[src/rtl/fwd_hazard_ctrl.sv]
// Forwarding-select, load-use stall and branch-flush control for a
// 5-stage in-order pipeline. Tracks its own shadow of the ID/EX, EX/MEM
// and MEM/WB destination-register state and keeps saturating stall/flush
// performance counters.
module fwd_hazard_ctrl #(
    parameter int unsigned REG_ADDR_W = 5,
    parameter int unsigned CNT_W      = 16
) (
    input  logic                  clk,
    input  logic                  rst_n,
    input  logic                  id_valid,
    input  logic [REG_ADDR_W-1:0] id_rs1,
    input  logic [REG_ADDR_W-1:0] id_rs2,
    input  logic                  id_use_rs1,
    input  logic                  id_use_rs2,
    input  logic [REG_ADDR_W-1:0] id_rd,
    input  logic                  id_reg_write,
    input  logic                  id_mem_read,
    input  logic                  ex_branch_taken,
    output logic [1:0]            fwd_a_sel,
    output logic [1:0]            fwd_b_sel,
    output logic                  stall,
    output logic                  bubble_ex,
    output logic                  flush_if_id,
    output logic [CNT_W-1:0]      stall_cnt,
    output logic [CNT_W-1:0]      flush_cnt
);

    localparam logic [1:0] SEL_RF  = 2'b00;
    localparam logic [1:0] SEL_WB  = 2'b01;
    localparam logic [1:0] SEL_MEM = 2'b10;

    typedef struct packed {
        logic                  valid;
        logic [REG_ADDR_W-1:0] rs1;
        logic [REG_ADDR_W-1:0] rs2;
        logic                  use_rs1;
        logic                  use_rs2;
        logic [REG_ADDR_W-1:0] rd;
        logic                  reg_write;
        logic                  mem_read;
    } ex_rec_t;

    typedef struct packed {
        logic                  valid;
        logic [REG_ADDR_W-1:0] rd;
        logic                  reg_write;
    } dst_rec_t;

    ex_rec_t  ex_q;
    dst_rec_t mem_q;
    dst_rec_t wb_q;

    logic     load_use_c;
    logic     mem_wr_c;
    logic     wb_wr_c;

    // Load-use detection against the load currently in EX.
    always_comb begin
        load_use_c = 1'b0;
        if (ex_q.valid && ex_q.mem_read && ex_q.reg_write &&
            (ex_q.rd != '0) && id_valid) begin
            load_use_c = (id_use_rs1 && (id_rs1 == ex_q.rd)) ||
                         (id_use_rs2 && (id_rs2 == ex_q.rd));
        end
    end

    // Stall/bubble/flush; a taken branch overrides any load-use stall.
    always_comb begin
        stall       = 1'b0;
        bubble_ex   = 1'b0;
        flush_if_id = 1'b0;
        if (ex_branch_taken) begin
            flush_if_id = 1'b1;
            bubble_ex   = 1'b1;
        end else if (load_use_c) begin
            stall       = 1'b1;
            bubble_ex   = 1'b1;
        end
    end

    // A producer is eligible only if it is real, writes, and is not x0.
    always_comb begin
        mem_wr_c = mem_q.valid && mem_q.reg_write && (mem_q.rd != '0);
        wb_wr_c  = wb_q.valid  && wb_q.reg_write  && (wb_q.rd  != '0);
    end

    // Operand forwarding selects; MEM (younger producer) beats WB.
    always_comb begin
        fwd_a_sel = SEL_RF;
        fwd_b_sel = SEL_RF;
        if (ex_q.valid && ex_q.use_rs1) begin
            if (mem_wr_c && (mem_q.rd == ex_q.rs1)) begin
                fwd_a_sel = SEL_MEM;
            end else if (wb_wr_c && (wb_q.rd == ex_q.rs1)) begin
                fwd_a_sel = SEL_WB;
            end
        end
        if (ex_q.valid && ex_q.use_rs2) begin
            if (mem_wr_c && (mem_q.rd == ex_q.rs2)) begin
                fwd_b_sel = SEL_MEM;
            end else if (wb_wr_c && (wb_q.rd == ex_q.rs2)) begin
                fwd_b_sel = SEL_WB;
            end
        end
    end

    // Shadow pipeline advance; a bubble loads an invalid EX record.
    always_ff @(posedge clk or negedge rst_n) begin
        if (!rst_n) begin
            ex_q  <= '0;
            mem_q <= '0;
            wb_q  <= '0;
        end else begin
            wb_q  <= mem_q;
            mem_q <= '{valid:     ex_q.valid,
                       rd:        ex_q.rd,
                       reg_write: ex_q.reg_write};
            if (bubble_ex) begin
                ex_q <= '0;
            end else begin
                ex_q <= '{valid:     id_valid,
                          rs1:       id_rs1,
                          rs2:       id_rs2,
                          use_rs1:   id_use_rs1,
                          use_rs2:   id_use_rs2,
                          rd:        id_rd,
                          reg_write: id_reg_write,
                          mem_read:  id_mem_read};
            end
        end
    end

    // Saturating performance counters.
    always_ff @(posedge clk or negedge rst_n) begin
        if (!rst_n) begin
            stall_cnt <= '0;
            flush_cnt <= '0;
        end else begin
            if (stall && (stall_cnt != '1)) begin
                stall_cnt <= stall_cnt + CNT_W'(1);
            end
            if (ex_branch_taken && (flush_cnt != '1)) begin
                flush_cnt <= flush_cnt + CNT_W'(1);
            end
        end
    end

endmodule

[config.mk]
export PLATFORM = sky130hd
export DESIGN_NAME = fwd_hazard_ctrl
export DESIGN_NICKNAME = d
export VERILOG_FILES = /design/src/rtl/fwd_hazard_ctrl.sv
export SDC_FILE = /design/constraint.sdc
export NUM_CORES = 1
export LEC_CHECK = 0
export BUFFER_PORTS_ARGS = -buffer_cell sky130_fd_sc_hd__buf_2
export CAP_MARGIN = 20
export CORE_ASPECT_RATIO = 0.8
export CORE_MARGIN = 1
export CORE_UTILIZATION = 49
export CTS_BUF_LIST = sky130_fd_sc_hd__clkbuf_16
export CTS_CLUSTER_DIAMETER = 150
export DETAILED_ROUTE_END_ITERATION = 16
export PLACE_DENSITY = 0.75
export SLEW_MARGIN = 20
export SYNTH_ARGS = -nofsm -noshare
export SYNTH_HDL_FRONTEND = slang
export SYNTH_SLANG_ARGS = --single-unit
[constraint.sdc]
create_clock -name clk -period 1.6 [get_ports clk]
set_input_delay 0.16 -clock clk [delete_from_list [all_inputs] [get_ports clk]]
set_output_delay 0.16 -clock clk [all_outputs]
set_load 0.05 [all_outputs]
; After elaboration in Yosys (flattened, before gate mapping)
; Cells that the tools add are included.
[totals]
word_cells = 60
latch_bits = 0
n_memories = 0
ram_bits = 0
rom_bits = 0
regBits = 66
out_inout_bits = 39
[classes]
magnitude_cmp = 0
n_div = 0
shifts = 0
n_mux = 12
n_eq_ne = 8
multipliers = 0
n_bitwise = 0
reduce_logical = 22
n_addsub = 2
[op_table]
columns = operator, count
row1 = $add A16 B1 Y16 const B, 2
row2 = $ne A16 B16 Y1 const B, 2
row3 = $eq A5 B5 Y1, 6
row4 = $mux W20, 1
row5 = $logic_and A1 B1 Y1, 18
row6 = $reduce_bool A5 Y1, 3
row7 = $mux W2, 4
row8 = $mux W1, 7
row9 = $logic_or A1 B1 Y1, 1

; Longest topological paths before layout
[depth]
word_depth = 8
ltp_mapped = 7
mapped_depth_nobuf = 6

; Least setup slack after synthesis
; No wires, ideal clock.
[synth_timing]
kind = register to output
startpoint = register mem_q[2] (netlist bit)
endpoint = output fwd_a_sel[0]
t_required_ps = 1440
t_arrival_ps = 2293
setup_slack_ps = -853
path_stages_with_launch = 5
path_buffers = 0
path_cell_list = dfrtp_1 -> or4_1 -> o211ai_1 -> nor4_1 -> nor3_1
[synth_between]
elab_chain_cells = 5
elab_cells_between_ends = 6
classes_between = eq/ne: 1 / mux: 2 / reduce/logical: 3
[synth_lines]
columns = element, line_no
row1 = "start, declared", 51  ; dst_rec_t mem_q;
row2 = "start signal, assigned", 116  ; mem_q <= '{valid: ex_q.valid,
row3 = $reduce_bool A5 Y1, 84  ; mem_wr_c = mem_q.valid && mem_q.reg_write && (mem_q.rd != '0);
row4 = $logic_and A1 B1 Y1, 84
row5 = $logic_and A1 B1 Y1 (*), 93  ; if (mem_wr_c && (mem_q.rd == ex_q.rs1)) begin
row6 = $mux W2 (*), 93
row7 = $mux W2 (*), 92  ; if (ex_q.valid && ex_q.use_rs1) begin
row8 = "end, declared", 20  ; output logic [1:0] fwd_a_sel,
; Every way passes the cells marked *; elsewhere a longest branch is shown, timed or not.

; Worst setup path after layout
[layout_timing]
startpoint = register mem_q[4] (netlist bit)
endpoint = output fwd_a_sel[1]
; Same word-level chain as after synthesis.

==> results.py <==
metrics = {
    "finish": {
        "nFillCells": 351,
        "final_cells": 483,
        "design_area_um2": 4730,
        "diodes": 0,
        "drive_above_1_share_pct": 58.5,
        "nets": 422,
        "syn_to_final_growth_pct": 55.9,
    },
    "sta": {
        "finalCriticalPeriod_ns": 2.16,
        "setup-violations-final": 45,
        "tightest_slew_ns": 0.417,
        "fmax_ghz": 0.463,
        "fin_hold_ws_ns": 0.0597,
        "report.final.slew_viol_count": 0,
        "fin_worst_skew_ns": 0.00809,
        "finalWorstSetupSlack_ns": -0.560,
        "relSlewSlack_pct": 72.0,
        "final_hold_viol_count": 0,
        "fin_crit_sh_pct": 135,
        "rsz0062_at_grt": "true",
    },
    "route": {
        "drtAntennaViolNets": 0,
        "drc": 0,
        "drtIter0Drc": 179,
        "num_vias": 2690,
        "avgRoutedWirePerCell_um": 18.8,
        "first_pass_iters": 4,
        "viasPerCell": 5.57,
        "wl_mm": 9.06,
    },
    "floorplanning": {
        "fp-row-count": 25,
        "ioPinCount": 62,
        "core_area_um2": 5940,
        "dieWidth_um": 90.0,
        "die_area_um2": 6520,
        "start_util_pct": 51.1,
        "fp.dieH_um": 72.4,
    },
    "clock_network": {
        "clock_path_buffers": 2,
        "cts_buffers": 9,
        "htree_levels": 3,
        "clock_sinks": 66,
        "cts_tree": "built",
        "cts-root-buf": "clkbuf_16",
        "clk_pin_slew_ns": 0.06,
        "worstSkewPairLatency_ns": 0.33,
    },
    "synthesis": {
        "yosysWarnings": 0,
        "synth_seq_cells": 66,
        "yosysUniqueCellTypes": 37,
        "synth.net_count": 286,
        "syn_avg_cell_area_um2": 11.6,
        "synth-main-ff-cell": "dfrtp_1",
        "synthCells": 261,
        "ys_seq_area_share_pct": 54.4,
        "synth.cell_area_um2": 3040,
        "async_reset_ff_share_pct": 100,
        "synth_edf_count": 0,
    },
    "grt": {
        "antenna_found_initial": 0,
        "grt_max_degree": 67,
        "grt_pass1_wl_mm": 13.3,
        "overflow": 0,
        "grt_usage_pct": 27.0,
        "grt_pass1_vias": 2641,
    },
    "setup_path": {
        "critPathLaunchType": "flop",
        "worst-setup-path-type": "flop to primary output",
        "worstPathRequired_ns": 1.44,
        "cp_max_fo": 3,
        "critPathArrivalTime_ns": 2.00,
        "end_kind": "primary output",
    },
    "power_and_ir_drop": {
        "internal-power_uw": 3620,
        "ir_drop_mv": 1.49,
        "pwr-share-comb_pct": 21.8,
        "p_sw_share_pct": 29.4,
        "pwr-share-seq_pct": 37.6,
        "leakage_uw": 0.00222,
        "power_frac_clock_pct": 40.6,
        "powerDensity_nw_per_um2": 1080,
        "power_uw": 5140,
        "switchingPower_uw": 1510,
    },
    "place": {
        "placed_cell_area_um2": 3930,
        "gp_congestion": 0.792,
        "io_buffers": 61,
        "dp_hpwl_mm": 4.97,
        "dpl.cell_count": 449,
    },
    "status": {
        "violations": "negative setup slack",
        "status": "finished, violations left",
    },
    "hold_path": {
        "hp-class": "input port to flop",
    },
    "job": {
        "cap_violations": 0,
    },
}
[final cells by class]
type | count | area, µm² | area share, %
clock buffers | 9 | 225 | 4.76
clock inverters | 7 | 95.1 | 2.01
inverters | 4 | 17.5 | 0.370
multi-input cells | 185 | 1650 | 34.8
flip-flops and latches | 66 | 1690 | 35.6
well taps | 81 | 101 | 2.14
repair buffers | 131 | 963 | 20.3
[state kept, by name, summed over array words and instances, names as in the netlist]
register   cells
ex_q          20
flush_cnt     16
mem_q          7
stall_cnt     16
wb_q           7
[kinds of logic (layout without fill, tap and decap cells)]
family,Yosys count,count (layout),synth area share (%)
DFF,66,66,54.4
adders and majority gates,2,2,0.824
AOI/OAI and AO/OA,10,10,2.55
muxes,3,3,1.24
xor gates and xnor gates,57,57,16.4
buffers and inverters,10,151,1.69
and+or+nand+nor,113,113,22.9
[layer usage]
| layer | GRT usage, % | wire length (µm) | up-vias |
|---|---|---|---|
| met1 | 33.1 | 3660 | 1350 |
| li1 | - | - | 1186 |
| met4 | 9.50 | 198 | 0 |
| met5 | 0 | 0 | - |
| met2 | 47.3 | 4650 | 130 |
| met3 | 6.60 | 545 | 24 |
[path summary, 6_finish.rpt]
check,startpoint,end,slack (ns),cells after the start
hold reg to reg,ex_q[1]$_DFF_PN0_,mem_q[0]$_DFF_PN0_,0.39,0
hold / removal,id_rd[3],ex_q[5]$_DFF_PN0_,0.06,2
setup reg to reg,ex_q[4]$_DFF_PN0_,stall_cnt[11]$_DFFE_PN0P_,-0.32,7
min in group asynchronous,rst_n,stall_cnt[2]$_DFFE_PN0P_,0.40,3
setup / recovery,mem_q[4]$_DFF_PN0_,fwd_a_sel[1],-0.56,6
max in group asynchronous,rst_n,flush_cnt[5]$_DFFE_PN0P_,0.89,3
[synth_stat cells (2+ instances only)]
master    number  area [µm²]
ha_1           2        25.0
nand3_1       20         100
nand2_1       14        52.6
nor3_1         5        25.0
nor4_1         6        37.5
o21a_1         2        15.0
dfrtp_1       66        1650
a21oi_1        3        15.0
nor2_1         6        22.5
mux2_2         2        22.5
xnor2_1       41         359
nand4_1       18         113
inv_1          4        15.0
xor2_1        16         140
buf_2          2        10.0
nor2b_1        2        12.5
o211ai_1       2        15.0
and2_1        21         131
or4_1          2        15.0
a31oi_1        2        12.5
clkbuf_1       2        7.51
and3_1         8        50.1
[critical path, cell delays in order (launching register included)]
cell	delay, ns
dfrtp_1	0.41
buf_4	0.17
xnor2_2	0.16
nand3_1	0.15
nor4_4	0.38
and3_4	0.26
buf_8	0.14
[per-stage QoR]
step | util, % | setup TNS (ns) | setup WS, ns
floorplan | - | -1.75 | -0.193
global placement | 66.1 | -3.99 | -0.281
detailed placement | 66.1 | -5.06 | -0.342
CTS | 77.8 | -5.33 | -0.480
global route | 79.7 | -12.15 | -0.603
finish | 79.7 | -7.63 | -0.560
[placed cells by master, fill, tap and decap left out, types with 2 or more instances in the layout]
cell type | synthesis | routed
bufinv_16 | 0 | 2
nand3_4 | 1 | 4
buf_6 | 1 | 12
nand3_2 | 1 | 6
nor4_4 | 1 | 4
xor2_1 | 16 | 16
dfrtp_2 | 0 | 27
mux2_4 | 1 | 2
buf_8 | 0 | 6
nand4_1 | 18 | 18
buf_2 | 2 | 55
nor4_1 | 6 | 3
and2_4 | 0 | 20
dfrtp_1 | 66 | 39
clkbuf_16 | 0 | 9
and3_1 | 8 | 5
nor2_1 | 6 | 4
nand2_1 | 14 | 14
xnor2_1 | 41 | 36
nor3_1 | 5 | 2
inv_1 | 4 | 4
clkinv_4 | 0 | 3
o211ai_1 | 2 | 2
buf_4 | 1 | 55
nor3_4 | 0 | 3
buf_12 | 0 | 2
ha_4 | 0 | 2
nand3_1 | 20 | 12
a31oi_1 | 2 | 2
and3_4 | 0 | 3
xnor2_2 | 0 | 5
[power by group through the flow]
| stage | Sequential [µW] | Clock [µW] | Combinational, µW |
|---|---|---|---|
| global placement | 1940 | 0 | 991 |
| finish | 1930 | 2090 | 1120 |
| detailed placement | 1950 | 0 | 1010 |
| global route | 1940 | 2170 | 1200 |
| floorplan | 2280 | 0 | 286 |
| CTS | 1920 | 2090 | 1090 |
[what timing repair did]
item	4_1_cts	5_1_grt
resized for setup	68	16
pin swaps	38	13
hold endpoints to repair	66	0
setup endpoints to repair	46	50
setup buffers	14	4
hold buffers	1	0
No activity file was read; power rests on OpenSTA's default activity.
